`src/rtl/uart_tx_framer.sv`:
```
// UART transmitter: frames one byte per valid/ready handshake as start, 8 data bits
// (LSB first), optional parity and 1 or 2 stop bits.
module uart_tx_framer #(
  parameter int unsigned FREQ_CLK  = 32'd100000000,
  parameter int unsigned TX_SPEED  = 32'd115200,
  parameter int unsigned PARITY    = 32'd0,
  parameter int unsigned STOP_BITS = 32'd1
) (
  input  logic       Clk,
  input  logic       Rst_n,
  input  logic       TX_Valid,
  input  logic [7:0] TX_DataIn,
  output logic       TX_Ready,
  output logic       TXD,
  output logic       TX_Busy
);

  localparam int unsigned BIT_CYCLES = FREQ_CLK / TX_SPEED;
  localparam int CW = (BIT_CYCLES > 32'd1) ? $clog2(BIT_CYCLES) : 1;
  localparam logic [CW-1:0] BAUD_LAST = CW'(BIT_CYCLES - 32'd1);
  localparam logic STOP_LAST = (STOP_BITS == 32'd2) ? 1'b1 : 1'b0;
  localparam logic HAS_PARITY = (PARITY != 32'd0) ? 1'b1 : 1'b0;

  if (PARITY > 32'd2) begin : g_bad_parity
    $error("uart_tx_framer: PARITY must be 0, 1 or 2");
  end
  if ((STOP_BITS < 32'd1) || (STOP_BITS > 32'd2)) begin : g_bad_stop
    $error("uart_tx_framer: STOP_BITS must be 1 or 2");
  end
  if (BIT_CYCLES < 32'd2) begin : g_bad_baud
    $error("uart_tx_framer: FREQ_CLK / TX_SPEED must be at least 2");
  end

  typedef enum logic [2:0] {
    IDLE  = 3'd0,
    START = 3'd1,
    DATA  = 3'd2,
    PAR   = 3'd3,
    STOP  = 3'd4
  } state_t;

  state_t        state_r;
  logic [CW-1:0] baud_r;
  logic [2:0]    idx_r;
  logic          stop_r;
  logic [7:0]    data_r;
  logic          txd_r;
  logic          ready_r;
  logic          busy_r;

  // Even parity is the XOR of the byte; odd parity is its inverse.
  function automatic logic parity_bit(input logic [7:0] d, input int unsigned mode);
    return (^d) ^ ((mode == 32'd2) ? 1'b1 : 1'b0);
  endfunction

  // Frame sequencer: every state change happens on a bit-period boundary, so TXD only moves there.
  always_ff @(posedge Clk) begin
    if (!Rst_n) begin
      state_r <= IDLE;
      baud_r  <= '0;
      idx_r   <= 3'd0;
      stop_r  <= 1'b0;
      data_r  <= 8'd0;
      txd_r   <= 1'b1;
      ready_r <= 1'b1;
      busy_r  <= 1'b0;
    end else begin
      case (state_r)
        IDLE: begin
          if (TX_Valid && ready_r) begin
            data_r  <= TX_DataIn;
            state_r <= START;
            txd_r   <= 1'b0;
            ready_r <= 1'b0;
            busy_r  <= 1'b1;
            baud_r  <= '0;
            idx_r   <= 3'd0;
            stop_r  <= 1'b0;
          end else begin
            txd_r   <= 1'b1;
          end
        end
        START: begin
          if (baud_r == BAUD_LAST) begin
            baud_r  <= '0;
            state_r <= DATA;
            idx_r   <= 3'd0;
            txd_r   <= data_r[0];
          end else begin
            baud_r  <= baud_r + 1'b1;
          end
        end
        DATA: begin
          if (baud_r == BAUD_LAST) begin
            baud_r <= '0;
            if (idx_r == 3'd7) begin
              if (HAS_PARITY) begin
                state_r <= PAR;
                txd_r   <= parity_bit(data_r, PARITY);
              end else begin
                state_r <= STOP;
                txd_r   <= 1'b1;
                stop_r  <= 1'b0;
              end
            end else begin
              idx_r <= idx_r + 3'd1;
              txd_r <= data_r[idx_r + 3'd1];
            end
          end else begin
            baud_r <= baud_r + 1'b1;
          end
        end
        PAR: begin
          if (baud_r == BAUD_LAST) begin
            baud_r  <= '0;
            state_r <= STOP;
            txd_r   <= 1'b1;
            stop_r  <= 1'b0;
          end else begin
            baud_r  <= baud_r + 1'b1;
          end
        end
        STOP: begin
          if (baud_r == BAUD_LAST) begin
            baud_r <= '0;
            if (stop_r == STOP_LAST) begin
              state_r <= IDLE;
              ready_r <= 1'b1;
              busy_r  <= 1'b0;
              txd_r   <= 1'b1;
            end else begin
              stop_r  <= 1'b1;
            end
          end else begin
            baud_r <= baud_r + 1'b1;
          end
        end
        default: begin
          state_r <= IDLE;
          baud_r  <= '0;
          idx_r   <= 3'd0;
          stop_r  <= 1'b0;
          txd_r   <= 1'b1;
          ready_r <= 1'b1;
          busy_r  <= 1'b0;
        end
      endcase
    end
  end

  assign TXD      = txd_r;
  assign TX_Ready = ready_r;
  assign TX_Busy  = busy_r;

endmodule

```
`config.mk`:
```
export PLATFORM = sky130hd
export DESIGN_NAME = uart_tx_framer
export DESIGN_NICKNAME = d
export VERILOG_FILES = /design/src/rtl/uart_tx_framer.sv
export SDC_FILE = /design/constraint.sdc
export NUM_CORES = 1
export LEC_CHECK = 0
export ABC_AREA = 1
export CAP_MARGIN = 20
export CORE_MARGIN = 2
export CORE_UTILIZATION = 55
export CTS_CLUSTER_SIZE = 10
export DETAILED_ROUTE_END_ITERATION = 6
export PLACE_DENSITY = 0.79
export RECOVER_POWER = 25
export SLEW_MARGIN = 20
export SYNTH_ARGS = -nofsm -noshare
export SYNTH_HDL_FRONTEND = slang
export SYNTH_SLANG_ARGS = --single-unit
```
`constraint.sdc`:
```
create_clock -name Clk -period 2.05 [get_ports Clk]
set_input_delay 0.41 -clock Clk [delete_from_list [all_inputs] [get_ports Clk]]
set_output_delay 0.41 -clock Clk [all_outputs]
set_load 0.05 [all_outputs]
```
=== Word level (Yosys, flattened, before mapping) ===
Cells that the tools add are included.
Widths: inputs -> output; s select.

* Bits in latches: 0
* Memories kept: 0
* Register bits: 28
* Output and inout port bits: 3
* RAM bits: 0
* Word-level logic and storage cells: 77
* Input bits: 11
* Bits in read-only memories: 0

* $lt $le $gt $ge: 1
* $add $sub $neg: 2
* Multipliers: 0
* Shift operators: 0
* Divide/modulo/power cells: 0
* Muxes and demuxes: 38
* Equality and inequality tests: 14
* Bitwise gates (word level): 3
* Reduce and logical (&&, ||, !) cells: 11

{| class="wikitable"
|+ Operators with widths
! kind !! count
|-
| $mux 3 || 11
|-
| $mux 10 || 2
|-
| $pmux 10 s2 || 1
|-
| $mux 1 || 17
|-
| $ne 2x2->1 const B || 8
|-
| $pmux 3 s5 || 1
|-
| $pmux 3 s4 || 1
|-
| $add 10x1->10 const B || 1
|-
| $eq 10x10->1 const B || 1
|-
| $pmux 1 s5 || 2
|-
| $reduce_and 5->1 || 2
|-
| $reduce_and 7->1 || 1
|-
| $eq 3x2->1 const B || 2
|-
| $eq 3x3->1 const B || 2
|-
| $pmux 1 s3 || 2
|-
| $reduce_and 6->1 || 1
|-
| $lt 3x4->1 const B || 1
|-
| $reduce_and 4->1 || 1
|-
| $reduce_or 4->1 || 1
|-
| $add 3x1->3 const B || 1
|-
| $bmux 1 s3 || 1
|-
| $eq 3x1->1 const B || 1
|-
| $logic_not 3->1 || 1
|-
| $not 1->1 || 3
|-
| other kinds (4) || 4
|}

=== Depth between registers and ports, before layout ===
* Word-level depth: 6
* Mapped depth: 10
* Depth with buffers taken out: 10

=== Least setup slack after synthesis ===
No wires, ideal clock.

* Path type: flip-flop to flip-flop
* Start point: register ready_r (netlist: TX_Ready)
* End point: register baud_r[6]
* Arrival time: 1.369 ns
* Path slack: 0.555 ns
* Clock period less this slack: 1.495 ns
* Setup time: 0.126 ns
* Required time: 1.924 ns
* Cell stages (with the launch flop): 7
* Path buffers: 1
* Cells stage by stage: dfxtp_1 > nand2_1 > nand3_2 > buf_6 > inv_2 > nor4_1 > nor3_2

* Cells in the longest elaborated chain, start to end: 2

{| class="wikitable"
|+ Ends and longest elaborated chain
! what !! line !! text
|-
| start, declared || 48 || <nowiki>logic ready_r;</nowiki>
|-
| start signal, assigned || 65 || <nowiki>ready_r <= 1'b1;</nowiki>
|-
| start signal, assigned || 74 || <nowiki>ready_r <= 1'b0;</nowiki>
|-
| start signal, assigned || 128 || <nowiki>ready_r <= 1'b1;</nowiki>
|-
| $logic_and 1x1->1 || 70 || <nowiki>if (TX_Valid && ready_r) begin</nowiki>
|-
| $ne 2x2->1 (no source line) || -- ||
|-
| end signal, assigned || 90 || <nowiki>baud_r <= baud_r + 1'b1;</nowiki>
|-
| end signal, assigned || 110 || <nowiki>baud_r <= baud_r + 1'b1;</nowiki>
|-
| end signal, assigned || 120 || <nowiki>baud_r <= baud_r + 1'b1;</nowiki>
|-
| end, declared || 43 || <nowiki>logic [CW-1:0] baud_r;</nowiki>
|}

No other way between the ends.
A chain may end at the register's enable or synchronous reset.

=== Final worst setup path ===
* Start point: register ready_r (netlist: TX_Ready)
* End point: output port TX_Ready

{| class="wikitable"
|+ RTL lines
! what !! line !! text
|-
| end, declared || 13 || <nowiki>output logic TX_Ready,</nowiki>
|}

No word-level cell between the ends.

==> impl_metrics.toml <==
[floorplanning]
dieArea_um2 = 3095
num_rows = 18
die_w_um = 55.64
die_height_um = 55.64
core_um2 = 2500
start_util = 0.5866
num_io_pins = 14

[worst_setup_path]
cp_top_family = "buffers and inverters"
worst_setup_path_end_kind = "output pin"
crit_required_ns = 1.64
critPathSlowestCell = "clkdlybuf4s50_1"
setup.worst_path.start_class = "register"
crit_type = "reg2out"
reg2reg_to = "state_r[0]"
arrival_ns = 1.51
path_cells = "clkdlybuf4s50_1"
r2r_slack_ns = 0.41
rr_worst_depth = 9
rr_startpoint = "state_r[1]"
critPathMaxStageDelay_ns = 0.80
critPathBufInv = 1
crit_fanout = 3
cp.depth = 1

[final_layout]
diodes = 0
final_common_cell = "nand2_1"
area_delta_synth_final_pct = 12.12
final_cell_mix = "nand2_1 (48), dfxtp_1 (27), nor2_1 (24), nand3_1 (23), inv_1 (21)"
utilization = 0.6577
drive_gt1_frac = 0.1416
design_area_um2 = 1644
fin_nets = 241

[route]
drc_errors = 0
drt-total-wl_mm = 2.885
avgViaCountPerCell = 5.352
dr_total_vias = 1370
ant_nets = 0
drt-wirelength-per-cell_um = 11.27
dr.pass1.iters = 6
drtIter0Drc = 35

[timing]
timing.final.ws_setup_ns = 0.1336
fmax_ghz = 0.5218
tns_ns = 0
post-route-period-util = 0.9348
relSlewSlack = 0.6653
min_period_ns = 1.916
rsz0062_at_grt = "no"
finClkSkew_ns = 0.004970
finalSetupViolCount = 0
timing_hold_violations_final = 0
worst_pin_slew_ns = 0.5006
slew_viol_final = 0

[hold_path]
min-delay-start = "data_r[7]"
whs_path_depth = 2
min_path_type = "reg2reg"
holdPathEnd = "data_r[7]"

[yosys]
yosysSeqAreaShare = 0.3686
syn_inst = 211
synth_top_family_by_area = "simple AND/OR/NAND/NOR gates"
avgSynthCellArea_um2 = 6.950
synth_area_um2 = 1466
yosys_register_bits = 27
synthSimpleGateAreaFrac = 0.4027
synthMuxAreaShare = 0
synth_nets = 225
synth_fa_ha_area_frac = 0.02560
synth_top_area_share = 0.3686
yosys_warnings = 0
synth-compound-area-share = 0.1032
synth_cell_types = 27
synthXorXnorAreaFrac = 0.01195
ys_top_cells_by_area = "dfxtp_1 (37%), nand2_1 (12%), nand3_1 (7.5%)"
synth_top_area_cell = "dfxtp_1"

[clocking]
post_cts_resize_count = 0
htree_levels = 1
cts_tree = "done"
insertion_delay_ns = 0.33
cts_root_buf = "clkbuf_4"
numClockSinks = 27
cts_hold_buf = 0
path_clk_slew_ns = 0.16
cts_setup_buffers = 0
clockBufferDepth = 2
cts_buffers = 3

[power]
cellPowerDensity_nw_per_um2 = 1434
leakagePower_nw = 0.6958
ir_drop_uv = 1034

[global_routing]
grt_max_degree = 17
grt_pass1_wl_mm = 5.043
grt_pass1_vias = 1291
overflow = 0
antenna_found_initial = 0
track_usage = 0.1948

[placed_design]
placed_area_um2 = 1622
routabilityCongestion = 0.9085
port_buffers = 13
dpl.hpwl_mm = 2.266
dp_worst_setup_slack_ns = 0.1919

[status]
status = "completed"

[run]
drv_cap = 0
==> state kept, by name, summed over array words and instances (netlist names) <==
signal    cells
baud_r       10
data_r        8
idx_r         3
state_r       3
TXD           1
TX_Busy       1
TX_Ready      1
==> routing by layer <==
metal	GRT usage	wire length (µm)
met5	0	0
met4	0.05575	19
met3	0.03023	131
met2	0.3707	1533
met1	0.2213	1201
==> worst register-to-register path, stage by stage, from the launching register on <==
cell and delay [ns]:
dfxtp_1 0.47, inv_2 0.08, nand3_1 0.40, nand3_1 0.16, inv_2 0.11, nand2_4 0.07
nand2_2 0.11, nand2_1 0.06, nand2_1 0.06, nor2_1 0.04
==> Yosys cell counts <==
| cell | instances |
|---|---|
| a21oi_1 | 15 |
| buf_2 | 1 |
| buf_6 | 1 |
| clkbuf_1 | 1 |
| clkinv_1 | 3 |
| dfxtp_1 | 27 |
| ha_1 | 3 |
| inv_1 | 20 |
| inv_2 | 6 |
| nand2_1 | 47 |
| nand2_2 | 6 |
| nand2_4 | 3 |
| nand3_1 | 22 |
| nand3_2 | 4 |
| nand4_1 | 2 |
| nor2_1 | 24 |
| nor2_2 | 6 |
| nor2_4 | 1 |
| nor3_1 | 1 |
| nor3_2 | 3 |
| nor4_1 | 1 |
| o211ai_1 | 2 |
| o21ai_0 | 4 |
| o21ai_1 | 5 |
| o21ai_4 | 1 |
| xnor2_1 | 1 |
| xor2_1 | 1 |
==> cell families after synthesis <==
group / after synthesis
compound gates: 27
xor+xnor: 2
fa+ha+maj: 3
buf+inv: 32
flops: 27
simple gates: 120
==> worst max-delay path by stage <==
| stage | startpoint | to | slack (ns) |
|---|---|---|---|
| 4_1_cts | TX_Ready | TX_Ready | 0.13 |
| 6_report | TX_Ready | TX_Ready | 0.13 |
| 3_5_place_dp | TX_Valid | state_r[0] | 0.19 |
| 5_1_grt | TX_Ready | TX_Ready | 0.08 |
| 3_3_place_gp | TX_Valid | state_r[1] | 0.24 |
| 2_1_floorplan | TX_Ready | baud_r[6] | 0.56 |
==> power breakdown <==
| part | total (mW) | switching, mW | leakage, nW | internal (mW) |
|---|---|---|---|---|
| clock network | 0.244 | 0.169 | 0.0139 | 0.0747 |
| registers | 0.775 | 0.118 | 0.221 | 0.657 |
| logic | 1.34 | 0.883 | 0.461 | 0.456 |
| total | 2.36 | 1.17 | 0.696 | 1.19 |
==> per-stage QoR <==
stage                     hold slack, ns  instances  power [mW]
after floorplan                   0.4387        211       1.900
after global placement            0.4517        252       2.109
after detailed placement          0.4561        252       2.153
after CTS                         0.4775        256       2.394
after global routing              0.5002        256       2.579
final                             0.4740        256       2.358
==> layout make-up <==
cell class,instances,area [µm²]
inverter,29,108.9
multi-input combinational,152,789.5
tap,30,37.54
timing repair buffer,14,137.6
clock buffer,3,22.52
sequential,27,540.5
fill,223,855.8
clock inverter,1,7.507
No activity file was read; power rests on OpenSTA's default activity.
==> RTL edit: new RTL, same settings <==
Change the parameter `PARITY` from 32'd0 to 32'd1.
--- a/src/rtl/uart_tx_framer.sv
+++ b/src/rtl/uart_tx_framer.sv
@@ -4,5 +4,5 @@
   parameter int unsigned FREQ_CLK  = 32'd100000000,
   parameter int unsigned TX_SPEED  = 32'd115200,
-  parameter int unsigned PARITY    = 32'd0,
+  parameter int unsigned PARITY    = 32'd1,
   parameter int unsigned STOP_BITS = 32'd1
 ) (
Formal check against the unedited RTL: no difference found for any inputs over 10 cycles, from zero or initial values and one cycle with Rst_n low; that may be too few to reach the edited logic, so the function may still have changed.
==> RTL edit against the original RTL <==
- power down 5.1%
- count of clock-buffer cells in the layout up 1
- final area up 5.6%
- setup slack worse by 0.054 ns
- synthesized cell count up 9.5%
- clock skew down 0.0024 ns
- sequential cell count unchanged
- synthesized area up 6.3%
- wire length up 8.1%
==> RTL edit: results (changes against the original RTL) <==
status completed; vias in the first global route 1357 (+5.1%); Fillers 264 (+18%); seq pwr 0.762 mW (-2%); CTS resizes 0 (unchanged); worst hold path type register to register; Global Route Usage Sum 21.30% (+1.8 points); sequential fraction of the synthesis area 34.67% (-2.2 points); Worst-path clk slew 0.14 ns (-0.02 ns); met3 routed WL 79 µm (-40%); number of distinct library cells after synthesis 30 (+11%); post-CTS setup buffer count 0 (unchanged); WP data arrival 1.56 ns (+0.05 ns); layout cell share with drive strength beyond 1 8.065% (-6.1 points); vias per cell 5.244 (-2.0%); Logic pwr share 55.7% (-1.1 points); Slew headroom 67.12% (+0.58 points); Post-Syn Nets 245 (+8.9%); Worst Clk Skew 0.002526 ns (-0.002444 ns); Post-DP HPWL 2.507 mm (+11%); Pre-antenna DRT Iters 4 (-2); final WL 3.120 mm (+8.1%); initial antenna violation count 0 (unchanged); CP max-delay cell clkdlybuf4s50_1; maximum vdd ir drop 0.001026 V (-0.81%); nets 263 (+9.1%); P_leak 0.7698 nW (+11%); internal power 1.167 mW (-1.8%); largest net degree at the start of global routing 17 (unchanged); synth top area cells dfxtp_1 35%, nand2_1 18%, inv_1 7.2%; CP top delay family buffers and inverters; first-pass GRT wire length 5.547 mm (+10%); Synth top cells by count 74 x nand2_1, 30 x inv_1, 27 x dfxtp_1; Initial DRC Count 45 (+29%); CTS root buf clkbuf_4; GP Congestion 0.8287 (-8.8%); slowest stage delay, CP 0.83 ns (+0.03 ns); Metal-1 WL 1.318 mm (+9.7%); met2 routed WL 1.675 mm (+9.3%)
-- RTL edit: cell count changes after synthesis, sizes merged, moves of 4 or more --
cell    delta
nand2     +23
nand3     -11
nor2       -9
inv        +5
o211ai     +4
-- RTL edit: kinds of logic after synthesis --
logic type,count (synthesis),synth area share [%]
simple gates,125,37.48
compound gates,40,15.33
buf+inv,35,9.550
flops,27,34.67
fa+ha+maj,3,2.408
xor+xnor,1,0.5619
-- RTL edit: worst paths after layout --
path | start | endpoint | slack [ns] | cells after the start
max reg2reg | state_r[0] | baud_r[7] | 0.22 | 8
max | TX_Ready | TX_Ready | 0.08 | 1
min | TX_Busy | TX_Busy | 0.47 | 2
min reg2reg | TX_Busy | TX_Busy | 0.47 | 2
-- RTL edit: through the flow --
stage / power [mW] / instance area (µm²) / setup WS, ns / cells / utilization [%]
final: 2.237 / 1735 / 0.07916 / 279 / 63.48
after global routing: 2.460 / 1735 / 0.04340 / 279 / 63.48
after CTS: 2.293 / 1752 / 0.06866 / 279 / 64.07
after detailed placement: 2.064 / 1725 / 0.1919 / 275 / 63.11
after global placement: 2.029 / 1725 / 0.2255 / 275 / 63.11
after floorplan: 1.794 / 1559 / 0.5495 / 231 / -
-- RTL edit: metal layers --
metal  global-route usage [%]  vias up
met1                    23.75      662
met3                    2.268        6
li1                         -      776
met2                    41.05       19
met4                    7.973        0
met5                        0        -
-- RTL edit: cell type report --
class | instances | area share, %
sequential | 27 | 31.15
clock buffer | 4 | 1.514
inverter | 31 | 6.705
tap | 31 | 2.235
multi-input combinational | 169 | 49.39
timing repair buffer | 17 | 9.012
